$ cat src/rtl/ctrl_pkg.sv
// ctrl_pkg: shared types and constants for the RV32I multi-cycle control FSM.
//   aluop_t  : 4-bit ALU op code consumed by the ALU
//   state_t  : control FSM states
//   wb_sel_t : register-file write-back source select
//   OP_*     : RV32I major opcodes handled by the decoder
package ctrl_pkg;

    typedef enum logic [3:0] {
        ALU_ADD    = 4'b0000,
        ALU_SUB    = 4'b0001,
        ALU_SLL    = 4'b0010,
        ALU_SLT    = 4'b0011,
        ALU_SLTU   = 4'b0100,
        ALU_XOR    = 4'b0101,
        ALU_SRL    = 4'b0110,
        ALU_SRA    = 4'b0111,
        ALU_OR     = 4'b1000,
        ALU_AND    = 4'b1001,
        ALU_PASS_B = 4'b1010
    } aluop_t;

    typedef enum logic [2:0] {
        S_IDLE,
        S_DECODE,
        S_EXEC,
        S_MEM,
        S_WB,
        S_TRAP
    } state_t;

    typedef enum logic [1:0] {
        WB_ALU = 2'd0,
        WB_MEM = 2'd1,
        WB_PC4 = 2'd2
    } wb_sel_t;

    localparam logic [6:0] OP_LUI    = 7'b0110111;
    localparam logic [6:0] OP_AUIPC  = 7'b0010111;
    localparam logic [6:0] OP_JAL    = 7'b1101111;
    localparam logic [6:0] OP_JALR   = 7'b1100111;
    localparam logic [6:0] OP_BRANCH = 7'b1100011;
    localparam logic [6:0] OP_LOAD   = 7'b0000011;
    localparam logic [6:0] OP_STORE  = 7'b0100011;
    localparam logic [6:0] OP_IMM    = 7'b0010011;
    localparam logic [6:0] OP_REG    = 7'b0110011;

    // funct3 -> ALU op for the register/immediate ALU groups (non-alternate forms).
    function automatic aluop_t alu_from_f3(input logic [2:0] f3);
        case (f3)
            3'b000:  return ALU_ADD;
            3'b001:  return ALU_SLL;
            3'b010:  return ALU_SLT;
            3'b011:  return ALU_SLTU;
            3'b100:  return ALU_XOR;
            3'b101:  return ALU_SRL;
            3'b110:  return ALU_OR;
            default: return ALU_AND;
        endcase
    endfunction

endpackage

$ cat src/rtl/mc_ctrl_fsm_aluop_decode.sv
// aluop_decode: combinational instruction-field decoder.
//   opcode  in  7  instr[6:0]
//   funct3  in  3  instr[14:12]
//   funct7  in  7  instr[31:25]
//   aluop   out 4  ALU op for this instruction
//   illegal out 1  opcode/funct combination not supported
// Build option: ALU_SRA_EN enables SRA/SRAI; without it both encodings
// are flagged illegal and ALU_SRA is never produced.
module aluop_decode
    import ctrl_pkg::*;
(
    input  logic [6:0] opcode,
    input  logic [2:0] funct3,
    input  logic [6:0] funct7,
    output aluop_t     aluop,
    output logic       illegal
);

`ifdef ALU_SRA_EN
    localparam logic SRA_OK = 1'b1;
`else
    localparam logic SRA_OK = 1'b0;
`endif

    always_comb begin
        aluop   = ALU_ADD;
        illegal = 1'b0;
        case (opcode)
            OP_REG: begin
                if (funct7 == 7'b0000000)
                    aluop = alu_from_f3(funct3);
                else if (funct7 == 7'b0100000 && funct3 == 3'b000)
                    aluop = ALU_SUB;
                else if (funct7 == 7'b0100000 && funct3 == 3'b101 && SRA_OK)
                    aluop = ALU_SRA;
                else
                    illegal = 1'b1;
            end
            OP_IMM: begin
                // Only the shifts carry funct7; everything else is an immediate.
                case (funct3)
                    3'b001: begin
                        if (funct7 == 7'b0000000) aluop = ALU_SLL;
                        else                      illegal = 1'b1;
                    end
                    3'b101: begin
                        if (funct7 == 7'b0000000)                aluop = ALU_SRL;
                        else if (funct7 == 7'b0100000 && SRA_OK) aluop = ALU_SRA;
                        else                                     illegal = 1'b1;
                    end
                    default: aluop = alu_from_f3(funct3);
                endcase
            end
            OP_LOAD:   illegal = (funct3 == 3'b011) || (funct3 == 3'b110) || (funct3 == 3'b111);
            OP_STORE:  illegal = (funct3 > 3'b010);
            OP_BRANCH: begin
                aluop   = ALU_SUB;
                illegal = (funct3 == 3'b010) || (funct3 == 3'b011);
            end
            OP_JALR:   illegal = (funct3 != 3'b000);
            OP_JAL:    aluop = ALU_ADD;
            OP_AUIPC:  aluop = ALU_ADD;
            OP_LUI:    aluop = ALU_PASS_B;
            default:   illegal = 1'b1;
        endcase
    end

endmodule

$ cat src/rtl/mc_ctrl_fsm.sv
// mc_ctrl_fsm: multi-cycle RV32I control FSM (IDLE/DECODE/EXEC/MEM/WB/TRAP).
// All outputs are registered and decoded from the next state.
//   clk, rst_n          clock, async active-low reset
//   instr, instr_valid  instruction handshake in; instr_ready out (IDLE only)
//   br_taken            branch result, sampled in EXEC
//   mem_ready           data-memory done, sampled in MEM
//   aluop, sel_a, sel_b ALU control, valid EXEC..WB
//   mem_rd, mem_wr      memory strobes, held through MEM
//   rf_en, wb_sel       register write enable / source (WB)
//   pc_en, pc_sel       PC update (WB or TRAP) and source
//   illegal             one-cycle pulse in TRAP
// Parameter MEM_TIMEOUT: MEM cycles before trapping, 0 = wait forever.
// Build option ALU_SRA_EN (see aluop_decode).
module mc_ctrl_fsm
    import ctrl_pkg::*;
#(
    parameter int MEM_TIMEOUT = 16
) (
    input  logic        clk,
    input  logic        rst_n,
    input  logic [31:0] instr,
    input  logic        instr_valid,
    output logic        instr_ready,
    input  logic        br_taken,
    input  logic        mem_ready,
    output logic [3:0]  aluop,
    output logic        sel_a,
    output logic        sel_b,
    output logic        mem_rd,
    output logic        mem_wr,
    output logic        rf_en,
    output logic [1:0]  wb_sel,
    output logic        pc_en,
    output logic        pc_sel,
    output logic        illegal
);

    localparam int CW = (MEM_TIMEOUT < 2) ? 1 : $clog2(MEM_TIMEOUT);
    localparam logic [CW-1:0] TO_LAST = CW'(MEM_TIMEOUT - 1);

    state_t      state;
    logic [31:0] instr_q;
    logic [CW-1:0] mem_cnt;

    // Per-instruction class, latched in DECODE so later states need no re-decode.
    logic    is_ld, is_st, is_br, is_jmp, rf_we;
    wb_sel_t wb_q;

    aluop_t dec_op;
    logic   dec_ill;
    logic [6:0] opc;
    logic   mem_to;
    logic   unused_bits;

    assign opc         = instr_q[6:0];
    assign unused_bits = ^{instr_q[24:15], instr_q[11:7]};
    // Last permitted MEM cycle; mem_ready still wins if it arrives here.
    assign mem_to      = (MEM_TIMEOUT != 0) && (mem_cnt == TO_LAST);

    aluop_decode u_dec (
        .opcode  (instr_q[6:0]),
        .funct3  (instr_q[14:12]),
        .funct7  (instr_q[31:25]),
        .aluop   (dec_op),
        .illegal (dec_ill)
    );

    always_ff @(posedge clk or negedge rst_n) begin
        if (!rst_n) begin
            state       <= S_IDLE;
            instr_q     <= '0;
            mem_cnt     <= '0;
            is_ld       <= 1'b0;
            is_st       <= 1'b0;
            is_br       <= 1'b0;
            is_jmp      <= 1'b0;
            rf_we       <= 1'b0;
            wb_q        <= WB_ALU;
            instr_ready <= 1'b0;
            aluop       <= '0;
            sel_a       <= 1'b0;
            sel_b       <= 1'b0;
            mem_rd      <= 1'b0;
            mem_wr      <= 1'b0;
            rf_en       <= 1'b0;
            wb_sel      <= '0;
            pc_en       <= 1'b0;
            pc_sel      <= 1'b0;
            illegal     <= 1'b0;
        end else begin
            // Outputs default low; each transition re-asserts what its target state shows.
            instr_ready <= 1'b0;
            aluop       <= '0;
            sel_a       <= 1'b0;
            sel_b       <= 1'b0;
            mem_rd      <= 1'b0;
            mem_wr      <= 1'b0;
            rf_en       <= 1'b0;
            wb_sel      <= '0;
            pc_en       <= 1'b0;
            pc_sel      <= 1'b0;
            illegal     <= 1'b0;
            case (state)
                S_IDLE: begin
                    if (instr_valid && instr_ready) begin
                        instr_q <= instr;
                        state   <= S_DECODE;
                    end else begin
                        instr_ready <= 1'b1;
                    end
                end
                S_DECODE: begin
                    if (dec_ill) begin
                        state   <= S_TRAP;
                        illegal <= 1'b1;
                        pc_en   <= 1'b1;
                    end else begin
                        state  <= S_EXEC;
                        aluop  <= dec_op;
                        sel_a  <= (opc == OP_JAL) || (opc == OP_AUIPC);
                        sel_b  <= (opc != OP_REG) && (opc != OP_BRANCH);
                        is_ld  <= (opc == OP_LOAD);
                        is_st  <= (opc == OP_STORE);
                        is_br  <= (opc == OP_BRANCH);
                        is_jmp <= (opc == OP_JAL) || (opc == OP_JALR);
                        rf_we  <= (opc != OP_STORE) && (opc != OP_BRANCH);
                        wb_q   <= (opc == OP_LOAD) ? WB_MEM :
                                  ((opc == OP_JAL) || (opc == OP_JALR)) ? WB_PC4 : WB_ALU;
                    end
                end
                S_EXEC: begin
                    aluop <= aluop;
                    sel_a <= sel_a;
                    sel_b <= sel_b;
                    if (is_ld || is_st) begin
                        state   <= S_MEM;
                        mem_rd  <= is_ld;
                        mem_wr  <= is_st;
                        mem_cnt <= '0;
                    end else begin
                        state  <= S_WB;
                        rf_en  <= rf_we;
                        wb_sel <= wb_q;
                        pc_en  <= 1'b1;
                        pc_sel <= is_jmp || (is_br && br_taken);
                    end
                end
                S_MEM: begin
                    if (mem_ready) begin
                        state  <= S_WB;
                        aluop  <= aluop;
                        sel_a  <= sel_a;
                        sel_b  <= sel_b;
                        rf_en  <= is_ld;
                        wb_sel <= wb_q;
                        pc_en  <= 1'b1;
                    end else if (mem_to) begin
                        state   <= S_TRAP;
                        illegal <= 1'b1;
                        pc_en   <= 1'b1;
                    end else begin
                        aluop   <= aluop;
                        sel_a   <= sel_a;
                        sel_b   <= sel_b;
                        mem_rd  <= mem_rd;
                        mem_wr  <= mem_wr;
                        mem_cnt <= mem_cnt + 1'b1;
                    end
                end
                S_WB: begin
                    state       <= S_IDLE;
                    instr_ready <= 1'b1;
                end
                S_TRAP: begin
                    state       <= S_IDLE;
                    instr_ready <= 1'b1;
                end
                default: state <= S_IDLE;
            endcase
        end
    end

endmodule

$ cat config.mk
export PLATFORM = sky130hd
export DESIGN_NAME = mc_ctrl_fsm
export DESIGN_NICKNAME = d
export VERILOG_FILES = /design/src/rtl/ctrl_pkg.sv /design/src/rtl/mc_ctrl_fsm_aluop_decode.sv /design/src/rtl/mc_ctrl_fsm.sv
export SDC_FILE = /design/constraint.sdc
export NUM_CORES = 1
export LEC_CHECK = 0
export BUFFER_PORTS_ARGS = -buffer_cell sky130_fd_sc_hd__buf_4
export CORE_MARGIN = 1.5
export CORE_UTILIZATION = 36
export CTS_CLUSTER_DIAMETER = 120
export DETAILED_ROUTE_END_ITERATION = 8
export PLACE_DENSITY = 0.67
export SLEW_MARGIN = 25
export SYNTH_ARGS = -nofsm -noshare
export SYNTH_HDL_FRONTEND = slang
export SYNTH_SLANG_ARGS = --single-unit
$ cat constraint.sdc
create_clock -name clk -period 5.2 [get_ports clk]
set_clock_uncertainty 0.1 [all_clocks]
set_input_delay 0.52 -clock clk [delete_from_list [all_inputs] [get_ports clk]]
set_output_delay 0.52 -clock clk [all_outputs]
set_load 0.03 [all_outputs]
-- Word level (Yosys, flattened, before mapping)
Index checks and enable logic that the tools add are counted.
W data, S select, Z words.
- register bits after elaboration: 61
- input port bits: 37
- output and inout port bits: 15
- word-level logic and storage cells: 138
- add/subtract/negate cells: 1
- magnitude comparators: 1
- eq/ne operators: 32
- muxes and demuxes: 57
- bitwise operators: 2
- reductions and logical operators: 25
- operators by type and width (operator ; number):
    $eq A7 B6 Y1 const B ; 4
    $mux W4 ; 7
    $pmux W4 S7 ; 1
    $mux W1 ; 22
    $eq A7 B7 Y1 const B ; 3
    $pmux W4 S5 ; 1
    $eq A3 B3 Y1 const B ; 6
    $mux W3 ; 6
    $pmux W4 S2 ; 2
    $pmux W4 S4 ; 1
    $eq A7 B5 Y1 const B ; 2
    $ne A7 B6 Y1 const B ; 2
    $eq A3 B2 Y1 const B ; 4
    $pmux W3 S4 ; 1
    $pmux W4 S3 ; 1
    $mux W2 ; 5
    $ne A2 B2 Y1 const B ; 5
    $pmux W1 S2 ; 5
    $pmux W1 S3 ; 3
    $eq A7 B2 Y1 const B ; 1
    $logic_not A7 Y1 ; 1
    $logic_or A1 B1 Y1 ; 7
    $ne A7 B7 Y1 const B ; 1
    $pmux W1 S7 ; 1
    other kinds (16) ; 26

-- Depth between registers and ports, before layout
Gate-level depths: netlist of run 1.
- depth in word-level cells: 7
- mapped depth: 6
- mapped depth without buffers: 6

-- Hierarchy
Synthesis of run 1 repeated with hierarchy kept, for this count alone.
- cells, all modules: 199
- area, all modules: 2280.9 sq um
- by module, submodules not included (module ; times used ; cells an instance ; area an instance (sq um) ; sequential area each (sq um)):
    mc_ctrl_fsm ; 1 ; 154 ; 1984.4 ; 1126.1
    aluop_decode ; 1 ; 45 ; 296.5 ; 0.0

-- Worst setup path before layout of run 1
No wires, ideal clock.
- path kind: reg2reg
- from: register instr_q[14]
- to: register is_br
- setup time: 125 ps
- data arrival time: 1851 ps
- data required time: 4975 ps
- setup slack: 3125 ps
- cell stages (with the launch flop): 7
- buffers on the path: 1
- period minus slack after synthesis: 2075 ps
- cell sequence: dfrtp_1 > buf_2 > nor4b_1 > o211a_1 > o31ai_1 > nor4_4 > mux2_2
- cells in the longest elaborated chain, start to end: 7
- elaborated cells on any way between the ends: 20
- classes of those cells: order compare: 1; eq/ne: 6; mux: 4; bitwise: 1; reduce/logical: 8
- ends and longest elaborated chain (what ; RTL line ; text):
    start: declaration ; mc_ctrl_fsm.sv:42 ; logic [31:0] instr_q;
    start signal: assignment ; mc_ctrl_fsm.sv:106 ; instr_q <= instr;
    $logic_not A3 Y1 ; mc_ctrl_fsm_aluop_decode.sv:32 ; else if (funct7 == 7'b0100000 && funct3 == 3'b000)
    $logic_and A1 B1 Y1 ; mc_ctrl_fsm_aluop_decode.sv:32 ;
    $mux W1 ; mc_ctrl_fsm_aluop_decode.sv:32 ;
    $mux W1 ; mc_ctrl_fsm_aluop_decode.sv:30 ; if (funct7 == 7'b0000000)
    $pmux W1 S7 (*) ; mc_ctrl_fsm_aluop_decode.sv:28 ; case (opcode)
    $not A1 Y1 (no line) (*) ; -- ;
    $reduce_and A2 Y1 (no line) (*) ; -- ;
    end signal: assignment ; mc_ctrl_fsm.sv:124 ; is_br <= (opc == OP_BRANCH);
    end: declaration ; mc_ctrl_fsm.sv:46 ; logic is_ld, is_st, is_br, is_jmp, rf_we;
Every way passes the cells marked *; elsewhere a longest branch is shown, timed or not.
A chain may end at the register's enable or synchronous reset.

-- Worst setup path after layout of run 1
- from: register instr_q[2]
- to: register is_jmp
- cells in the longest elaborated chain, start to end: 5
- elaborated cells on any way between the ends: 14
- classes of those cells: eq/ne: 9; mux: 1; bitwise: 1; reduce/logical: 3
- ends and longest elaborated chain (what ; RTL line ; text):
    $eq A7 B7 Y1 (tied with other cells) ; mc_ctrl_fsm_aluop_decode.sv:28, mc_ctrl_fsm.sv:125 ;
    $reduce_or A3 Y1 (no line) ; -- ;
    $pmux W1 S7 ; mc_ctrl_fsm_aluop_decode.sv:28 ;
    $not A1 Y1 (no line) ; -- ;
    $reduce_and A2 Y1 (no line) ; -- ;
    end signal: assignment ; mc_ctrl_fsm.sv:125 ; is_jmp <= (opc == OP_JAL) || (opc == OP_JALR);
    end: declaration ; mc_ctrl_fsm.sv:46 ;
Several ways; a longest one is shown, not always the timed one.

==> metrics.md, run 1 <==
| Metric | Value |
|---|---|
| Pre-CTS WS | `approximately 2800 ps` |
| Filler Cell Count | `~560` |
| Max Fclk | `0.424 GHz` |
| Synth cell count leaders | `45 x dfrtp_1, 24 x mux2_2, 21 x nor2_1` |
| Setup_tns | `0 ps` |
| Setup crit end kind | `register` |
| Status | `finished clean` |
| Synth Register Bits | `45` |
| CP max stage cell | `nor4_4` |
| Pwr/cell area | `470 nW/um^2` |
| Max Slew Vio Count | `0` |
| Cell taking the most area after synthesis | `dfrtp_1` |
| Die Y | `81.5 um` |
| Root buffer cell | `clkbuf_8` |
| Clock transition at the registers of the reported paths | `around 80 ps` |
| Num rows | `28` |
| Fin crit period | `2360 ps` |
| Slew headroom | `0.479` |
| Drt pass-1 iters | `4` |
| Worst Max-Slew Pin Slew | `772 ps` |
| Tightest Hold Check Type | `primary input to async pin` |
| Worst Path Max Fanout | `10` |
| Syn Nets | `roughly 250` |
| Worst vdd ir | `0.137 mV` |
| CP max stage delay | `around 560 ps` |
| Startpoint Class | `register` |
| Cell-by-cell trace of the critical path | `and4bb_2 -> nand2_1 -> o31ai_1 -> nor4_4 -> mux2_2` |
| Vias per inst | `around 5.2` |
| Sequential element share of the synthesized area | `0.508` |
| Final antenna diode count | `0` |
| CTS tree | `done` |
| Clock power share | `0.180` |
| Number of synthesis warnings | `0` |
| Post-Syn Area | `around 2200 sq um` |
| Core Area | `5920 sq um` |
| Syn avg cell area | `~11 sq um` |
| Post-synth EDFFs | `0` |
| Critical path type | `register to register` |
| Routed Antenna Nets | `0` |
| Gr usage total | `0.146` |
| First DRT Iteration DRCs | `153` |
| RSZ-0062 raised after global routing | `false` |
| DR vias | `about 1700` |
| Final routed DRC violation total | `0` |
| Hold Vio Cnt, Final | `0` |
| Sequential fraction of design power | `0.472` |
| Io pins | `52` |
| Final GP Congestion | `0.823` |
| Int Pwr | `roughly 770 uW` |
| Final wirelength | `4310 um` |
| Cell with the most instances after synthesis | `dfrtp_1` |
| First-pass GRT wire length | `7300 um` |
| Worst-case clock buffer depth | `2` |
| P_sw | `468 uW` |
| Share of layout cells above drive strength 1 | `0.303` |
| Nets | `279` |
| Synth top area cells | `dfrtp_1 51%, mux2_2 12%, nor2_1 3.6%, nand2_1 3.4%, a22o_1 2.4%` |
| Sw Share | `0.379` |
| Post-synthesis cell count | `207` |
| Clk Latency, worst-skew pair | `300 ps` |
| Ratio of final minimum period to clock period | `0.453` |
| Die width | `81.5 um` |
| Final setup margin | `about 2800 ps` |
| IO buf count | `36` |
| Min Hold Slack | `between 90 and 100 ps` |
| GRT overflow | `0` |
| Comb power frac | `0.348` |
| Static Leakage | `1.17 nW` |
| CP Data Required Time | `5290 ps` |
| Area grow syn2layout | `18.4%` |
| Die area | `6640 sq um` |
| H-tree levels | `2` |
| Hold-fix buffers, CTS | `0` |
| Yosys top cell area share | `0.508` |
| Cell variety after synth | `45` |
| # resized after CTS | `0` |
| Hpwl dp | `3160 um` |
| Max Cap Viol | `0` |
| Most used DFF post-synth | `dfrtp_1` |
| Area after DPL | `2540 sq um` |
| Initial antenna violation count | `0` |
| Finished Cell Area | `2630 sq um` |
| Post-CTS Setup Bufs | `0` |
| Vias in the first global route | `1533` |
| Share of flip-flops with an asynchronous set or reset | `1.00` |
| Pin count of the biggest net entering global routing | `between 40 and 50` |
| CTS Sinks | `45` |
| Initial core utilization | `0.375` |
| Final setup viols | `0` |
| Arr. time, crit path | `2450 ps` |
| Routed len/inst | `around 14 um` |
| Inserted Clock Buffers | `5` |
## power by group through the flow
stage          clock network [mW]  logic [mW]  registers, mW
2_1_floorplan                   0       0.402          0.523
3_3_place_gp                    0       0.423          0.586
3_5_place_dp                    0       0.431          0.591
4_1_cts                     0.226       0.432          0.584
5_1_grt                     0.242       0.475          0.608
6_report                    0.222       0.430          0.583
## cell type report
type                            instances  area, sq um  share of cell area
Clock buffer                            6         82.6              0.0314
Tap cell                               75         93.8              0.0357
Sequential cell                        45         1130               0.429
Inverter                                5         18.8             0.00714
Timing Repair Buffer                   36          270               0.103
Multi-Input combinational cell        148         1030               0.391
Clock inverter                          1         7.51             0.00286
## stage by stage
stage / std cells / util / power [mW]
global route: 316 / 0.444 / 1.33
CTS: 316 / 0.444 / 1.24
floorplan: 207 / - / 0.925
detailed placement: 309 / 0.429 / 1.02
global placement: 309 / 0.429 / 1.01
finish: 316 / 0.444 / 1.23
## kinds of logic after synthesis
kind of cell,Yosys count,synth area share
simple gates,83,0.205
xor+xnor,3,0.0118
fa+ha+maj,1,0.00564
mux,24,0.122
compound gates,37,0.120
flops,45,0.508
buf+inv,14,0.0288
## per-layer routing
layer | vias to the layer above | routed length (um) | GRT usage
met1 | 794 | 2050 | 0.197
li1 | 819 | - | -
met5 | - | 0 | 0
met3 | 6 | 212 | 0.0300
met4 | 0 | 85 | 0.0672
met2 | 39 | 1960 | 0.223
## critical path, delay by kind of cell, from the launching register on
kind               cells  cell delay, ps
DFF                    1             520
AOI/OAI and AO/OA      1             180
muxes                  1             410
and+or+nand+nor        3            1040
## layout by cell type (no fill, tap or decap), types with 3 or more instances in the layout
master / n
dfrtp_1: 45
buf_4: 36
mux2_2: 24
nor2_1: 21
nand2_1: 20
nor3_1: 8
a21oi_1: 7
o21ai_0: 7
nand3_1: 6
a22o_1: 6
clkbuf_8: 6
inv_1: 5
nand2b_1: 4
nor2b_1: 4
a31oi_1: 3
nor4_1: 3
## worst paths after layout
kind,to,startpoint,slack (ps),cells after the start
min in group clk,instr_q[0],instr[0],350,2
worst min register to register,aluop[0],aluop[0],380,2
worst max-delay path,is_jmp,instr_q[2],2840,5
worst min-delay path,instr_q[31],rst_n,90,1
max in group asynchronous,instr_q[26],rst_n,4510,1
worst max register to register,is_jmp,instr_q[2],2840,5
## sequential cells by signal (all words and copies together) (netlist names)
register,count
is_st,1
mem_cnt,4
state,3
rf_we,1
wb_q,2
sel_a,1
pc_sel,1
sel_b,1
mem_rd,1
is_br,1
rf_en,1
instr_ready,1
wb_sel,2
illegal,1
aluop,4
mem_wr,1
pc_en,1
is_jmp,1
instr_q,17
No activity file was read; power rests on OpenSTA's default activity.
==> inputs of run 2 (changes only) <==
==> constraint.sdc (replaced) <==
create_clock -name clk -period 2.4 [get_ports clk]
set_clock_uncertainty 0.1 [all_clocks]
set_input_delay 0.24 -clock clk [delete_from_list [all_inputs] [get_ports clk]]
set_output_delay 0.24 -clock clk [all_outputs]
set_load 0.03 [all_outputs]
==> metrics.md, run 2 (same netlist as run 1, synthesis figures left out) <==
| Metric | Value |
|---|---|
| Clk Latency, worst-skew pair | `290 ps (about the same)` |
| Die Y | `81.5 um (unchanged)` |
| Status | `finished clean` |
| Io pins | `52 (unchanged)` |
| Vias in the first global route | `1681 (+9.7%)` |
| Final routed DRC violation total | `0 (unchanged)` |
| Static Leakage | `1.22 nW (+4.3%)` |
| RSZ-0062 raised after global routing | `false` |
| Commonest non-fill, non-tap cell in the layout | `buf_4` |
| Die area | `6640 sq um (unchanged)` |
| First DRT Iteration DRCs | `117 (-24%)` |
| Num rows | `28 (unchanged)` |
| Min Hold Slack | `76.9 ps (-17.6 ps)` |
| Root buffer cell | `clkbuf_8` |
| Initial antenna violation count | `0 (unchanged)` |
| Filler Cell Count | `545 (-2.5%)` |
| First-pass GRT wire length | `7730 um (+5.9%)` |
| Clock transition at the registers of the reported paths | `80 ps (about the same)` |
| Max Slew Vio Count | `0 (unchanged)` |
| Drt pass-1 iters | `4 (unchanged)` |
| Worst vdd ir | `0.304 mV (+120%)` |
| Tightest Hold Check Type | `primary input to register` |
| IO buf count | `36 (unchanged)` |
| Hold Vio Cnt, Final | `0 (unchanged)` |
| Pre-CTS WS | `130 ps (-2700 ps)` |
| Share of layout cells above drive strength 1 | `0.324 (+0.0212)` |
| CTS Sinks | `45 (unchanged)` |
| Biggest regs | `instr_q x17, aluop x4, mem_cnt x4` |
| Startpoint Class | `register` |
| Biggest register | `instr_q` |
| Max Cap Viol | `0 (unchanged)` |
| Final antenna diode count | `0 (unchanged)` |
| Inserted Clock Buffers | `5 (unchanged)` |
| Gr usage total | `0.151 (+0.00485)` |
| Post-CTS Setup Bufs | `0 (unchanged)` |
| Routed len/inst | `13.5 um (-0.78%)` |
| CP max stage delay | `550 ps (about the same)` |
| Final setup viols | `0 (unchanged)` |
| Core Area | `5920 sq um (unchanged)` |
| Worst Path Max Fanout | `10 (unchanged)` |
| Commonest cells after routing, fill and taps aside | `46 x buf_4, 45 x dfrtp_1, 24 x mux2_2` |
| Slew headroom | `0.589 (+0.111)` |
| Pin count of the biggest net entering global routing | `46 (unchanged)` |
| CP max stage cell | `nor4_4` |
| CTS tree | `done` |
| CP Data Required Time | `2480 ps (-2810 ps)` |
| Critical path type | `register to register` |
| Final wirelength | `4440 um (+3.0%)` |
| Area grow syn2layout | `22.4%` |
| Max Fclk | `0.441 GHz (+3.9%)` |
| Cell-by-cell trace of the critical path | `nor4b_1 -> o211a_1 -> o31ai_1 -> nor4_4 -> mux2_2` |
| Initial core utilization | `0.375 (unchanged)` |
| H-tree levels | `2 (unchanged)` |
| GRT overflow | `0 (unchanged)` |
| Arr. time, crit path | `2350 ps (-100 ps)` |
| Routed Antenna Nets | `0 (unchanged)` |
| Pwr/cell area | `1020 nW/um^2 (+120%)` |
| R2R cell count | `5 (unchanged)` |
| Hpwl dp | `3310 um (+5.0%)` |
| Hold depth | `2` |
| Die width | `81.5 um (unchanged)` |
| DR vias | `1724 (+4.0%)` |
| Worst-case clock buffer depth | `2 (unchanged)` |
| Largest register FFs | `17 (unchanged)` |
| Final setup margin | `130 ps (-2710 ps)` |
| Worst Max-Slew Pin Slew | `611 ps (-161 ps)` |
| Vias per inst | `5.26 (+0.18%)` |
| Fin crit period | `2270 ps (-87.6 ps)` |
| Setup crit end kind | `register` |
| Ratio of final minimum period to clock period | `0.946 (+0.492)` |
| Final GP Congestion | `0.862 (+4.7%)` |
| Nets | `290 (+3.9%)` |
| Setup_tns | `0 ps (unchanged)` |
-- run 2: changes by cell type in the layout (fill, tap and decap cells not counted), sizes merged --
cell	previous run	this run
dlygate4sd3	0	1
buf	36	46
clkbuf	6	7
-- run 2: path summary, 6_finish.rpt --
kind,start,to,slack (ps)
worst min-delay path,instr[29],instr_q[29],80
worst max-delay path,instr_q[13],is_br,130
min in group asynchronous,rst_n,instr_q[27],380
worst min register to register,aluop[0],aluop[0],390
max in group asynchronous,rst_n,state[2],1440
worst max register to register,instr_q[13],is_br,130
-- run 2: worst max-delay path, delay by kind of cell, from the launching register on --
family | cells | cell delay (ps)
mux | 1 | 410
compound gates | 2 | 320
flops | 1 | 480
simple gates | 2 | 850
-- run 2: metrics by stage --
stage / cell area, sq um / total power [mW] / std cells / utilization
6_report: 2720 / 2.77 / 328 / 0.459
5_1_grt: 2720 / 2.97 / 328 / 0.459
4_1_cts: 2710 / 2.77 / 328 / 0.457
3_5_place_dp: 2610 / 2.31 / 319 / 0.441
3_3_place_gp: 2610 / 2.29 / 319 / 0.441
2_1_floorplan: 2220 / 2.00 / 207 / -
-- run 2: repair_timing --
| item | in CTS | in global routing |
|---|---|---|
| endpoints found under the setup margin | 0 | 6 |
| gates resized for setup | 0 | 2 |
| hold buffers | 1 | 0 |
| hold endpoints to repair | 45 | 0 |
-- run 2: final cells by class --
class / count / area [sq um] / share of cell area
Sequential cell: 45 / 1130 / 0.415
Multi-Input combinational cell: 148 / 1040 / 0.382
Timing Repair Buffer: 47 / 355 / 0.131
Tap cell: 75 / 93.8 / 0.0346
Clock buffer: 7 / 76.3 / 0.0281
Inverter: 5 / 18.8 / 0.00691
Clock inverter: 1 / 7.51 / 0.00276
-- run 2: routing by layer --
| layer | up-vias | wire length (um) | track usage |
|---|---|---|---|
| met5 | - | 0 | 0 |
| met4 | 0 | 79 | 0.0672 |
| met3 | 5 | 188 | 0.0222 |
| met2 | 39 | 2030 | 0.239 |
| met1 | 838 | 2150 | 0.203 |
| li1 | 842 | - | - |
-- run 2: report_power, final --
| group | internal (mW) | switching (mW) |
|---|---|---|
| logic | 0.546 | 0.541 |
| registers | 0.972 | 0.262 |
| clock network | 0.206 | 0.241 |
==> inputs of run 3 (changes only) <==
--- a/config.mk
+++ b/config.mk
@@ -5,6 +5,7 @@
 export SDC_FILE = /design/constraint.sdc
 export NUM_CORES = 1
 export LEC_CHECK = 0
+export ABC_AREA = 1
 export BUFFER_PORTS_ARGS = -buffer_cell sky130_fd_sc_hd__buf_4
 export CORE_MARGIN = 1.5
 export CORE_UTILIZATION = 36
==> metrics.md, run 3 <==
| Metric | Value |
|---|---|
| Status | `finished clean` |
| Cell with the most instances after synthesis | `nand2_1` |
| Initial antenna violation count | `0 (unchanged)` |
| First DRT Iteration DRCs | `47 (-60%)` |
| Fin crit period | `1910 ps (-362 ps)` |
| Final wirelength | `4370 um (-1.7%)` |
| Routed Antenna Nets | `0 (unchanged)` |
| Post-synthesis cell count | `268 (+29%)` |
| Io pins | `52 (unchanged)` |
| DP Cell Count | `378 (+18%)` |
| Die Y | `82.4 um (+1.1%)` |
| Share of layout cells above drive strength 1 | `0.279 (-0.0453)` |
| Ratio of final minimum period to clock period | `0.795 (-0.151)` |
| Slew headroom | `0.628 (+0.0382)` |
| WP buf/inv | `1 (+1)` |
| Core Area | `5990 sq um (+1.2%)` |
| Pin count of the biggest net entering global routing | `46 (unchanged)` |
| CP max stage cell | `dfrtp_1` |
| Synth Register Bits | `45 (unchanged)` |
| IO buf count | `36 (unchanged)` |
| Vias in the first global route | `1756 (+4.5%)` |
| Setup_tns | `0 ps (unchanged)` |
| Final GP Congestion | `0.838 (-2.8%)` |
| Final setup viols | `0 (unchanged)` |
| First-pass GRT wire length | `7510 um (-2.8%)` |
| Num rows | `28 (unchanged)` |
| Share of flip-flops with an asynchronous set or reset | `1.00 (unchanged)` |
| Post-synth EDFFs | `0 (unchanged)` |
| Root buffer cell | `clkbuf_8` |
| Area after DPL | `2620 sq um (+0.33%)` |
| CP max stage delay | `400 ps (-150 ps)` |
| Hold depth | `2 (unchanged)` |
| Area grow syn2layout | `20.2%` |
| Pre-CTS WS | `493 ps (+363 ps)` |
| Biggest register | `instr_q` |
| Cell variety after synth | `31 (-31%)` |
| # resized after CTS | `0 (unchanged)` |
| Drt pass-1 iters | `5 (+1)` |
| Post-Syn Area | `2270 sq um (+2.3%)` |
| Worst Path Max Fanout | `10 (unchanged)` |
| Hold Vio Cnt, Final | `0 (unchanged)` |
| Non-Filler Instances | `387 (+18%)` |
| Setup crit end kind | `register` |
| Synth top area cells | `dfrtp_1 50%, nand2_1 9.4%, nor2_1 6.4%, inv_1 4.6%, a21oi_1 3.5%` |
| Biggest regs | `instr_q x17, aluop x4, mem_cnt x4` |
| Critical path type | `register to register` |
| Syn Nets | `306 (+25%)` |
| H-tree levels | `2 (unchanged)` |
| Max Slew Vio Count | `0 (unchanged)` |
| Final routed DRC violation total | `0 (unchanged)` |
| Most used DFF post-synth | `dfrtp_1` |
| GRT overflow | `0 (unchanged)` |
| Number of synthesis warnings | `0 (unchanged)` |
| Worst-case clock buffer depth | `2 (unchanged)` |
| Cell taking the most area after synthesis | `dfrtp_1` |
| Final Power | `2.47 mW (-11%)` |
| Tightest Hold Check Type | `primary input to register` |
| Worst vdd ir | `0.408 mV (+34%)` |
| Synth cell count leaders | `57 x nand2_1, 45 x dfrtp_1, 39 x nor2_1` |
| Top cell family by delay on the critical path | `simple AND/OR/NAND/NOR gates` |
| Initial core utilization | `0.379 (+0.00418)` |
| CP dominant cell by count | `nand2_2` |
| Die width | `82.4 um (+1.1%)` |
| Max Cap Viol | `0 (unchanged)` |
| Final setup margin | `492 ps (+362 ps)` |
| Hpwl dp | `3340 um (+0.74%)` |
| Clk Latency, worst-skew pair | `300 ps (about the same)` |
| Footprint of the multi-input gates | `996 sq um (-4.0%)` |
| Pwr/cell area | `905 nW/um^2 (-11%)` |
| Filler Cell Count | `594 (+9.0%)` |
| Clock transition at the registers of the reported paths | `90 ps (about the same)` |
| Gr usage total | `0.146 (-0.00474)` |
| Commonest non-fill, non-tap cell in the layout | `nand2_1` |
| Inserted Clock Buffers | `5 (unchanged)` |
| Routed len/inst | `11.3 um (-17%)` |
| Vias per inst | `4.70 (-11%)` |
| CTS tree | `done` |
| Yosys top cell area share | `0.496 (-0.0115)` |
| DR vias | `1817 (+5.4%)` |
| RSZ-0062 raised after global routing | `false` |
| Critical path depth | `10 (+5)` |
| Largest register FFs | `17 (unchanged)` |
| Nets | `349 (+20%)` |
| Commonest cells after routing, fill and taps aside | `57 x nand2_1, 45 x dfrtp_1, 39 x nor2_1` |
| FF/Latch Area | `1130 sq um (unchanged)` |
| CP Data Required Time | `2530 ps (+50 ps)` |
| Startpoint Class | `register` |
| Syn avg cell area | `8.47 sq um (-21%)` |
| Arr. time, crit path | `2040 ps (-310 ps)` |
| Static Leakage | `1.42 nW (+16%)` |
| R2R cell count | `10 (+5)` |
| Sequential element share of the synthesized area | `0.496 (-0.0115)` |
| Cell-by-cell trace of the critical path | `nand2_2 -> nor2_8 -> nand2_1 -> a21oi_1 -> nor2_1 -> nand3_2 -> nor2_4 -> buf_4 -> nand2_2 -> o21ai_2` |
| Final antenna diode count | `0 (unchanged)` |
| CTS Sinks | `45 (unchanged)` |
| Max Fclk | `0.524 GHz (+19%)` |
| Die area | `6790 sq um (+2.2%)` |
| Finished Cell Area | `2730 sq um (+0.46%)` |
| Worst Max-Slew Pin Slew | `559 ps (-52.1 ps)` |
[run 3: cell count changes after synthesis, sizes merged, moves of 5 or more]
cell	delta
nor4	-6
buf	-6
a22o	-5
mux2	-17
nand2	+51
nor2	+28
nand3	+12
inv	+27
nor3	-6
a21oi	+9
[run 3: through the flow]
step	utilization	hold WS, ps
2_1_floorplan	-	-156
3_3_place_gp	0.438	169
3_5_place_dp	0.438	178
4_1_cts	0.455	45.7
5_1_grt	0.455	53.6
6_report	0.455	59.5
[run 3: cell families (layout without fill, tap and decap cells)]
group                    count (synthesis)  count (layout)  share of synthesized area
XOR/XNOR                                 1               1                    0.00386
AND/OR/NAND/NOR                        142             142                      0.298
adder cells (fa/ha/maj)                  1               1                    0.00551
AO/OA/AOI/OAI                           37              37                     0.0970
flip-flops                              45              45                      0.496
buffers and inverters                   35              79                     0.0650
multiplexers                             7               7                     0.0347
[run 3: final cells by class]
| class | count | share of cell area |
|---|---|---|
| flip-flops and latches | 45 | 0.413 |
| multi-input cells | 188 | 0.365 |
| repair buffers | 39 | 0.108 |
| inverters | 32 | 0.0440 |
| well taps | 75 | 0.0344 |
| clock buffers | 6 | 0.0303 |
| clock inverters | 2 | 0.00505 |
[run 3: final timing paths]
path | start | endpoint | slack, ps
setup / recovery | instr_q[1] | is_st | 490
hold / removal | mem_ready | illegal | 60
setup reg to reg | instr_q[1] | is_st | 490
hold reg to reg | is_jmp | is_jmp | 390
max in group asynchronous | rst_n | instr_q[26] | 1440
min in group asynchronous | rst_n | wb_sel[1] | 380
[run 3: repair_timing]
item,4_1_cts,5_1_grt
hold endpoints to repair,45,0
hold buffers,1,0
buffers inserted,0,0
[run 3: power by group]
| group | switching, mW | internal, mW | total [mW] | leakage [nW] |
|---|---|---|---|---|
| logic | 0.525 | 0.322 | 0.847 | 0.799 |
| clock network | 0.256 | 0.233 | 0.489 | 0.0512 |
| registers | 0.167 | 0.965 | 1.13 | 0.568 |
[run 3: per-layer routing]
| layer | GRT usage | up-vias | share of wire |
|---|---|---|---|
| li1 | - | 941 | - |
| met1 | 0.181 | 821 | 0.47 |
| met2 | 0.242 | 47 | 0.47 |
| met3 | 0.0352 | 8 | 0.044 |
| met4 | 0.0593 | 0 | 0.014 |
| met5 | 0 | - | 0 |
